`src/rtl/clock_profile_sequencer_pkg.sv`:
```
// -----------------------------------------------------------------------------
// clock_profile_sequencer_pkg
// Shared types for the clock profile sequencer and its profile table.
//   clk_cfg_t  : the three byte-wide clock generator settings of one profile.
//   state_t    : sequencer state (IDLE / RUN), values from ST_* constants.
//   PARK_CFG   : settings driven to the clock generator after an abort.
// The dwell field is held next to clk_cfg_t in the table rather than inside
// it, so its width can follow the DWELL_W parameter of the instantiating
// module (a package cannot be parameterised).
// -----------------------------------------------------------------------------
package clock_profile_sequencer_pkg;

  localparam logic [0:0] ST_IDLE = 1'b0;
  localparam logic [0:0] ST_RUN  = 1'b1;

  typedef enum logic [0:0] {
    IDLE = ST_IDLE,
    RUN  = ST_RUN
  } state_t;

  typedef struct packed {
    logic [7:0] period_hi;
    logic [7:0] period_lo;
    logic [7:0] jitter;
  } clk_cfg_t;

  localparam clk_cfg_t PARK_CFG = '0;

endpackage

```
`src/rtl/clock_profile_sequencer_table.sv`:
```
// -----------------------------------------------------------------------------
// clock_profile_table
// Register array of N_PROFILE clock profiles with one synchronous write port
// and one combinational read port. Cleared by the asynchronous reset.
// Ports:
//   clk, rst            clock, asynchronous active-high reset
//   wr_en, wr_addr      write strobe and entry index
//   wr_cfg, wr_dwell    profile settings and dwell written on the clk edge
//   rd_addr             entry to read (the sequencer's next index)
//   rd_cfg, rd_dwell    contents of entry rd_addr before any same-edge write
// -----------------------------------------------------------------------------
module clock_profile_table
  import clock_profile_sequencer_pkg::*;
#(
  parameter int N_PROFILE = 8,
  parameter int DWELL_W   = 16
) (
  input  logic                         clk,
  input  logic                         rst,
  input  logic                         wr_en,
  input  logic [$clog2(N_PROFILE)-1:0] wr_addr,
  input  clk_cfg_t                     wr_cfg,
  input  logic [DWELL_W-1:0]           wr_dwell,
  input  logic [$clog2(N_PROFILE)-1:0] rd_addr,
  output clk_cfg_t                     rd_cfg,
  output logic [DWELL_W-1:0]           rd_dwell
);

  clk_cfg_t           cfg_mem   [N_PROFILE];
  logic [DWELL_W-1:0] dwell_mem [N_PROFILE];
  logic [N_PROFILE-1:0] wr_sel;

  // One-hot entry select for the write port.
  for (genvar gi = 0; gi < N_PROFILE; gi++) begin : g_sel
    assign wr_sel[gi] = wr_en && (wr_addr == gi[$clog2(N_PROFILE)-1:0]);
  end

  always_ff @(posedge clk or posedge rst) begin
    if (rst) begin
      for (int i = 0; i < N_PROFILE; i++) begin
        cfg_mem[i]   <= PARK_CFG;
        dwell_mem[i] <= '0;
      end
    end else begin
      for (int i = 0; i < N_PROFILE; i++) begin
        if (wr_sel[i]) begin
          cfg_mem[i]   <= wr_cfg;
          dwell_mem[i] <= wr_dwell;
        end
      end
    end
  end

  // Combinational read: a load on the same edge as a write sees the old value.
  assign rd_cfg   = cfg_mem[rd_addr];
  assign rd_dwell = dwell_mem[rd_addr];

endmodule

```
`src/rtl/clock_profile_sequencer.sv`:
```
// -----------------------------------------------------------------------------
// clock_profile_sequencer
// Steps the clock generator through a programmed list of profiles. Each
// profile is applied for dwell+1 clock cycles; all outputs are registered.
// Optional feature (macro CLKSEQ_LOOP_EN): adds i_loop / o_wrap so the list
// repeats from entry 0 while i_loop is high at the end of the last profile.
// Ports:
//   i_clk, i_rst              clock, asynchronous active-high reset
//   i_cfgWrEn, i_cfgAddr,     profile table write port
//   i_cfgPeriodHi/Lo/Jitter,
//   i_cfgDwell
//   i_nProfiles               sequence length, sampled at start (clamped)
//   i_start, i_stop           start request / abort (stop has priority)
//   o_busy                    sequence running
//   o_done                    one-cycle pulse on normal completion
//   o_profileChange           one-cycle pulse when a profile is applied
//   o_profileIdx              index of applied profile
//   o_periodHi/Lo,
//   o_jitterControl           clock generator settings
//   i_loop, o_wrap            (CLKSEQ_LOOP_EN only) repeat enable / wrap pulse
// -----------------------------------------------------------------------------
module clock_profile_sequencer
  import clock_profile_sequencer_pkg::*;
#(
  parameter int N_PROFILE = 8,
  parameter int DWELL_W   = 16
) (
  input  logic                         i_clk,
  input  logic                         i_rst,
  input  logic                         i_cfgWrEn,
  input  logic [$clog2(N_PROFILE)-1:0] i_cfgAddr,
  input  logic [7:0]                   i_cfgPeriodHi,
  input  logic [7:0]                   i_cfgPeriodLo,
  input  logic [7:0]                   i_cfgJitter,
  input  logic [DWELL_W-1:0]           i_cfgDwell,
  input  logic [$clog2(N_PROFILE):0]   i_nProfiles,
  input  logic                         i_start,
  input  logic                         i_stop,
  output logic                         o_busy,
  output logic                         o_done,
  output logic                         o_profileChange,
  output logic [$clog2(N_PROFILE)-1:0] o_profileIdx,
  output logic [7:0]                   o_periodHi,
  output logic [7:0]                   o_periodLo,
  output logic [7:0]                   o_jitterControl
`ifdef CLKSEQ_LOOP_EN
  ,
  input  logic                         i_loop,
  output logic                         o_wrap
`endif
);

  localparam int AW = $clog2(N_PROFILE);
  localparam int CW = AW + 1;

  state_t             state_reg;
  logic [CW-1:0]      n_latched_reg;
  logic [DWELL_W-1:0] dwell_cnt_reg;
  logic [AW-1:0]      idx_reg;
  clk_cfg_t           cfg_reg;
  logic               done_reg;
  logic               change_reg;
`ifdef CLKSEQ_LOOP_EN
  logic               wrap_reg;
`endif

  logic [CW-1:0]      n_clamped;
  logic               last_profile;
  logic [AW-1:0]      next_idx;
  clk_cfg_t           rd_cfg;
  logic [DWELL_W-1:0] rd_dwell;
  clk_cfg_t           wr_cfg;

  assign wr_cfg = '{period_hi: i_cfgPeriodHi, period_lo: i_cfgPeriodLo, jitter: i_cfgJitter};

  clock_profile_table #(
    .N_PROFILE (N_PROFILE),
    .DWELL_W   (DWELL_W)
  ) u_table (
    .clk      (i_clk),
    .rst      (i_rst),
    .wr_en    (i_cfgWrEn),
    .wr_addr  (i_cfgAddr),
    .wr_cfg   (wr_cfg),
    .wr_dwell (i_cfgDwell),
    .rd_addr  (next_idx),
    .rd_cfg   (rd_cfg),
    .rd_dwell (rd_dwell)
  );

  // Requests longer than the table run the whole table once.
  assign n_clamped = (i_nProfiles > CW'(N_PROFILE)) ? CW'(N_PROFILE) : i_nProfiles;

  assign last_profile = ({1'b0, idx_reg} == (n_latched_reg - CW'(1)));

  // The table is always addressed with the entry the next load would take:
  // entry 0 from IDLE or on a wrap, otherwise the following entry.
  always_comb begin
    next_idx = '0;
    if (state_reg == RUN && !last_profile) begin
      next_idx = idx_reg + AW'(1);
    end
  end

  always_ff @(posedge i_clk or posedge i_rst) begin
    if (i_rst) begin
      state_reg     <= IDLE;
      n_latched_reg <= '0;
      dwell_cnt_reg <= '0;
      idx_reg       <= '0;
      cfg_reg       <= PARK_CFG;
      done_reg      <= 1'b0;
      change_reg    <= 1'b0;
`ifdef CLKSEQ_LOOP_EN
      wrap_reg      <= 1'b0;
`endif
    end else begin
      done_reg   <= 1'b0;
      change_reg <= 1'b0;
`ifdef CLKSEQ_LOOP_EN
      wrap_reg   <= 1'b0;
`endif
      unique case (state_reg)
        IDLE: begin
          if (i_start && !i_stop) begin
            if (n_clamped != '0) begin
              state_reg     <= RUN;
              n_latched_reg <= n_clamped;
              idx_reg       <= '0;
              cfg_reg       <= rd_cfg;
              dwell_cnt_reg <= rd_dwell;
              change_reg    <= 1'b1;
            end else begin
              // Empty sequence completes at once without touching outputs.
              done_reg <= 1'b1;
            end
          end
        end
        RUN: begin
          if (i_stop) begin
            state_reg     <= IDLE;
            idx_reg       <= '0;
            cfg_reg       <= PARK_CFG;
            dwell_cnt_reg <= '0;
          end else if (dwell_cnt_reg != '0) begin
            dwell_cnt_reg <= dwell_cnt_reg - DWELL_W'(1);
          end else if (!last_profile) begin
            idx_reg       <= next_idx;
            cfg_reg       <= rd_cfg;
            dwell_cnt_reg <= rd_dwell;
            change_reg    <= 1'b1;
`ifdef CLKSEQ_LOOP_EN
          end else if (i_loop) begin
            idx_reg       <= '0;
            cfg_reg       <= rd_cfg;
            dwell_cnt_reg <= rd_dwell;
            change_reg    <= 1'b1;
            wrap_reg      <= 1'b1;
`endif
          end else begin
            // Completion keeps the last profile on the outputs.
            state_reg <= IDLE;
            done_reg  <= 1'b1;
          end
        end
        default: state_reg <= IDLE;
      endcase
    end
  end

  assign o_busy          = (state_reg == RUN);
  assign o_done          = done_reg;
  assign o_profileChange = change_reg;
  assign o_profileIdx    = idx_reg;
  assign o_periodHi      = cfg_reg.period_hi;
  assign o_periodLo      = cfg_reg.period_lo;
  assign o_jitterControl = cfg_reg.jitter;
`ifdef CLKSEQ_LOOP_EN
  assign o_wrap          = wrap_reg;
`endif

endmodule
```
`config.mk`:
```
export PLATFORM = sky130hd
export DESIGN_NAME = clock_profile_sequencer
export DESIGN_NICKNAME = d
export VERILOG_FILES = /design/src/rtl/clock_profile_sequencer_pkg.sv /design/src/rtl/clock_profile_sequencer_table.sv /design/src/rtl/clock_profile_sequencer.sv
export SDC_FILE = /design/constraint.sdc
export NUM_CORES = 1
export LEC_CHECK = 0
export CAP_MARGIN = 20
export CORE_MARGIN = 4
export CORE_UTILIZATION = 59
export DETAILED_ROUTE_END_ITERATION = 8
export PLACE_DENSITY = 0.76
export SETUP_SLACK_MARGIN = 0.1
export SKIP_LAST_GASP = 1
export SLEW_MARGIN = 20
export SYNTH_ARGS = -nofsm -noshare
export SYNTH_HDL_FRONTEND = slang
export SYNTH_SLANG_ARGS = --single-unit
```
`constraint.sdc`:
```
create_clock -name i_clk -period 31.5 [get_ports i_clk]
set_input_delay 7.875 -clock i_clk [delete_from_list [all_inputs] [get_ports i_clk]]
set_output_delay 7.875 -clock i_clk [all_outputs]
set_load 0.03 [all_outputs]
```
* Word-level counts from Yosys, hierarchy flattened
Index checks and enable logic that the tools add are counted.
Cells by class: add/subtract/negate cells 3, multipliers 0, div/mod/pow operators 0, order comparisons 2, equal/unequal tests 13, shifts and indexed selects 0, multiplexer cells 41, bitwise logic cells 2, reductions and logical operators 18
Operators with widths (number):
- $mux W24 | 7
- $mux W16 | 7
- $bmux W24 S3 | 1
- $bmux W16 S3 | 1
- $pmux W24 S2 | 1
- $pmux W16 S2 | 1
- $mux W3 | 6
- $reduce_bool A16 Y1 | 1
- $sub A16 B1 Y16 const B | 1
- $eq A3 B3 Y1 const B | 4
- $mux W1 | 12
- $logic_and A1 B1 Y1 | 10
- $eq A3 B2 Y1 const B | 2
- $ne A3 B3 Y1 const B | 2
- $pmux W1 S2 | 3
- $pmux W3 S2 | 1
- $reduce_and A3 Y1 | 2
- $eq A3 B4 Y1 | 1
- $ge A4 B4 Y1 const B | 1
- $gt A4 B4 Y1 const B | 1
- $mux W4 | 1
- $ne A2 B2 Y1 const B | 2
- $ne A4 B3 Y1 const B | 1
- $not A3 Y4 | 1
- 8 further kinds | 9
Storage, ports and cells: register bits after elaboration 370, latch bits 0, RAM bits 0, ROM bits 0, input port bits 52, word-level logic and storage cells 120, memories 0

* Logic depth before layout (Yosys ltp)
depth in word-level cells 13, depth in mapped cells 11, depth with buffers taken out 9

* Hierarchy
Synthesis repeated with hierarchy kept, for this count alone.
Second synthesis, totals: cell total of the unflattened synthesis 1147, area total of the unflattened synthesis 17539.3 um2
By module, submodules not included:
- clock_profile_table | instances 1, cells each 823, area each 14562.7 um2
- clock_profile_sequencer | instances 1, cells each 324, area each 2976.6 um2

* Worst setup path before layout
No wires, ideal clock.
kind input to register, start input port i_stop, end register dwell_cnt_reg[5], library setup time 128 ps, arrival time 9303 ps, required time 31372 ps, slack 22069 ps, stages 7, path buffers 2, cells stage by stage or4b_1 > buf_2 > nand2b_1 > o21ai_4 > buf_4 > a221oi_1 > nor2_1
Between the ends: longest elaborated chain between the ends 4, elaborated cells on any way between the ends 7, classes of those cells eq/ne: 2; mux: 2; reduce/logical: 3
Ends and longest elaborated chain:
- start: declaration | line clock_profile_sequencer.sv:38 | input logic i_stop,
- $logic_not A1 Y1 | line clock_profile_sequencer.sv:125 | if (i_start && !i_stop) begin
- $logic_and A1 B1 Y1 | line clock_profile_sequencer.sv:125
- $ne A2 B2 Y1 (no source line)
- $reduce_and A3 Y1 (no source line)
- end signal: assignment | line clock_profile_sequencer.sv:131 | dwell_cnt_reg <= rd_dwell;
- end signal: assignment | line clock_profile_sequencer.sv:146 | dwell_cnt_reg <= dwell_cnt_reg - DWELL_W'(1);
- end signal: assignment | line clock_profile_sequencer.sv:150 | dwell_cnt_reg <= rd_dwell;
- end: declaration | line clock_profile_sequencer.sv:58 | logic [DWELL_W-1:0] dwell_cnt_reg;
Parallel ways exist; a longest one is shown, timed or not. A chain may end at the register's enable or synchronous reset.

* Worst setup path after layout
start input port i_stop, end register idx_reg[0] (netlist: o_profileIdx[0])
Between the ends: longest elaborated chain between the ends 4, elaborated cells on any way between the ends 8, classes of those cells eq/ne: 3; mux: 2; reduce/logical: 3
Ends and longest elaborated chain:
- $logic_not A1 Y1 | line clock_profile_sequencer.sv:125
- $logic_and A1 B1 Y1 | line clock_profile_sequencer.sv:125
- $ne A2 B2 Y1 (no source line)
- $reduce_and A4 Y1 (no source line)
- end signal: assignment | line clock_profile_sequencer.sv:148 | idx_reg <= next_idx;
- end: declaration | line clock_profile_sequencer.sv:59 | logic [AW-1:0] idx_reg;
Parallel ways exist; a longest one is shown, timed or not.

==> run metrics <==
outcome=complete, no violations; H-tree levels=2; Num CTS Buffers=40; Syn Nets=1459; flip-flop count of the largest register after layout=192; fin crit share=32.1%; Setup Fix Bufs, Post-CTS=0; minimum clock period=10.10 ns; Layout area overhead=14.2%; number of global-route vias before repair=12533; number of hold buffers added after cts=0; CTS Buffer Depth=3; DRC errors left=0; width of the chip=179 microns; count of final setup violators=0; RSZ-0062 raised after global routing=no; pwr dens=74.1 nW/um^2; final setup TNS=0 ns; yosys warns=0; Most used DFF post-synth=dfrtp_1; Ports=82; FF-to-FF path depth=8; hold path startpoint=u_table.dwell_mem[18]; fillers=2077; post-route antenna net violation count=0; # resized after CTS=0; leak pwr=8.38 nW; CP required=31.91 ns; skew final=0.0230 ns; I/O Buffers=81; DR vias=12213; worst slew pin tran=0.941 ns; fraction of layout cells with a size suffix above 1=30.5%; Critical Path Start Type=input port; Max Clock Freq=0.0990 GHz; critical path data arrival time=10.51 ns; Worst-path clk slew=0.06 ns; hold path depth=1; Pre-antenna DRT Iters=5; Die Footprint=32200 sq um; post-synthesis sequential area ratio=53.4%; Critical path origin=i_stop; Worst Setup End Kind=register; Max Slew Vio Count=0; Via density=6.54; Fin. Hold Viols=0; largest net degree at the start of global routing=122; Layout Cells excl Fill=1867; fin nets=1508; HPWL Detailed=25000 microns; FP Rows=62; Synth top area share=53.4%; Async SR Flop Fraction=100%; clk sinks=370; synthesized area per cell=12.4 sq um; largest vdd supply drop=0.0000507 V; critical path peak fanout=30; Hold Crit Endpoint=u_table.dwell_mem[18]; gr ovfl total=0; DR WL/cell=23.7 microns; worst flop-to-flop path endpoint=dwell_cnt_reg[13]; CTS root buffer=clkbuf_16; R2R Path Start=o_profileIdx[0]; first-pass GRT wire length=70000 microns; CTS tree=built; Tot GR Track Use=27.8%; Rel. slew slack=36.9%; effective utilization at floorplan=60.0%; max cap viols=0; most area-consuming cells after synthesis=dfrtp_1, mux2_2, mux2i_1; GPL Wtd Cong=0.908; Placed Cells=1794; number of DRC markers in iteration 0=920; #FFs+latches synth=370; later-pin clock latency in the skew report=0.54 ns; antenna violations before repair=1; area leader, netlist=dfrtp_1; crit path kind=in -> reg; Reg2Reg Setup Slack=27.72 ns; Core Box Area=28900 sq um; final WL=44300 microns; Unique masters post-synth=73; Cells after Synth=1403; Mapped Area=17300 sq um; HP Class=reg -> reg; EDFF count, synth=0; Die Y=179 microns
==> metrics by stage <==
stage	setup slack, ns	total power (W)	cell area, sq um	hold WS [ns]	utilization (%)
finish	21.40	0.00147	19800	0.501	68.6
floorplan	13.35	0.000895	17300	0.472	-
global placement	20.97	0.000989	18400	0.481	63.9
CTS	21.51	0.00147	19800	0.504	68.5
global route	21.36	0.00153	19800	0.512	68.6
detailed placement	20.97	0.00100	18400	0.488	63.9
==> critical path, stage by stage <==
cell and delay (ns):
clkdlybuf4s50_1 0.78, or4b_1 0.88, nand2b_1 0.30, o21ai_2 0.08, buf_4 0.28, o31ai_1 0.30
==> report_power, final <==
group | total, W | internal (W) | switching [W] | leakage [nW]
registers | 0.000659 | 0.000586 | 0.0000734 | 4.49
logic | 0.000342 | 0.000168 | 0.000173 | 3.24
clock network | 0.000466 | 0.000275 | 0.000191 | 0.661
==> cells by family (layout without fill, tap and decap cells) <==
logic type | count (synthesis) | in the layout | share of synthesized area, %
xor gates and xnor gates | 14 | 14 | 0.794
and+or+nand+nor | 237 | 237 | 6.79
buffers and inverters | 113 | 192 | 2.84
AOI/OAI and AO/OA | 297 | 297 | 12.1
DFF | 370 | 370 | 53.4
other | 0 | 1 | 0
muxes | 368 | 368 | 23.8
adders and majority gates | 4 | 4 | 0.289
==> worst max-delay path by stage <==
stage | cells after the start | slack, ns | end
after floorplan | 1 | 13.35 | dwell_cnt_reg[0]
after global placement | 6 | 20.97 | dwell_cnt_reg[5]
after detailed placement | 6 | 20.97 | dwell_cnt_reg[5]
after CTS | 6 | 21.51 | o_periodHi[7]
after global routing | 6 | 21.36 | o_profileIdx[1]
final | 6 | 21.40 | o_profileIdx[0]
==> synthesized netlist by cell type, drive strengths merged (8+ instances only) <==
| library cell | count |
|---|---|
| a22o | 25 |
| buf | 52 |
| o22ai | 15 |
| a221oi | 22 |
| inv | 13 |
| o21ai | 85 |
| xnor2 | 10 |
| mux2i | 43 |
| clkbuf | 48 |
| nor2 | 30 |
| a211oi | 8 |
| dfrtp | 370 |
| nand2 | 105 |
| mux2 | 323 |
| nand2b | 10 |
| a21o | 8 |
| a31oi | 27 |
| a21oi | 37 |
| nor3 | 14 |
| nand3 | 39 |
| o221ai | 32 |
==> cell type report <==
| cell class | instances | area [sq um] | area share [%] |
|---|---|---|---|
| inverter | 13 | 56.3 | 0.285 |
| tap | 384 | 480 | 2.43 |
| multi-input combinational | 920 | 7640 | 38.6 |
| clock inverter | 13 | 126 | 0.639 |
| clock buffer | 59 | 1200 | 6.08 |
| antenna | 1 | 2.50 | 0.0126 |
| sequential | 370 | 9260 | 46.8 |
| timing repair buffer | 107 | 1020 | 5.14 |
==> cell usage in the layout, fill, tap and decap left out, types with 11 or more instances in the layout <==
cell / count
dfrtp_1: 369
mux2_2: 321
nand2_1: 100
clkdlybuf4s50_1: 81
o21ai_0: 75
mux2i_1: 43
clkbuf_16: 40
nand3_1: 38
a21oi_1: 35
o221ai_1: 32
nor2_1: 27
a31oi_1: 27
a22o_1: 25
buf_4: 23
a221oi_1: 22
o22ai_1: 15
clkbuf_8: 13
inv_1: 12
nor3_1: 11
==> routing by layer <==
metal / share of wire, % / track usage, % / wire length [microns]
met1: 43 / 39.3 / 19200
met2: 47 / 44.3 / 20700
met3: 6.5 / 4.62 / 2860
met4: 3.4 / 9.90 / 1500
met5: 0 / 0 / 0
(Power assumes the default switching activity.)
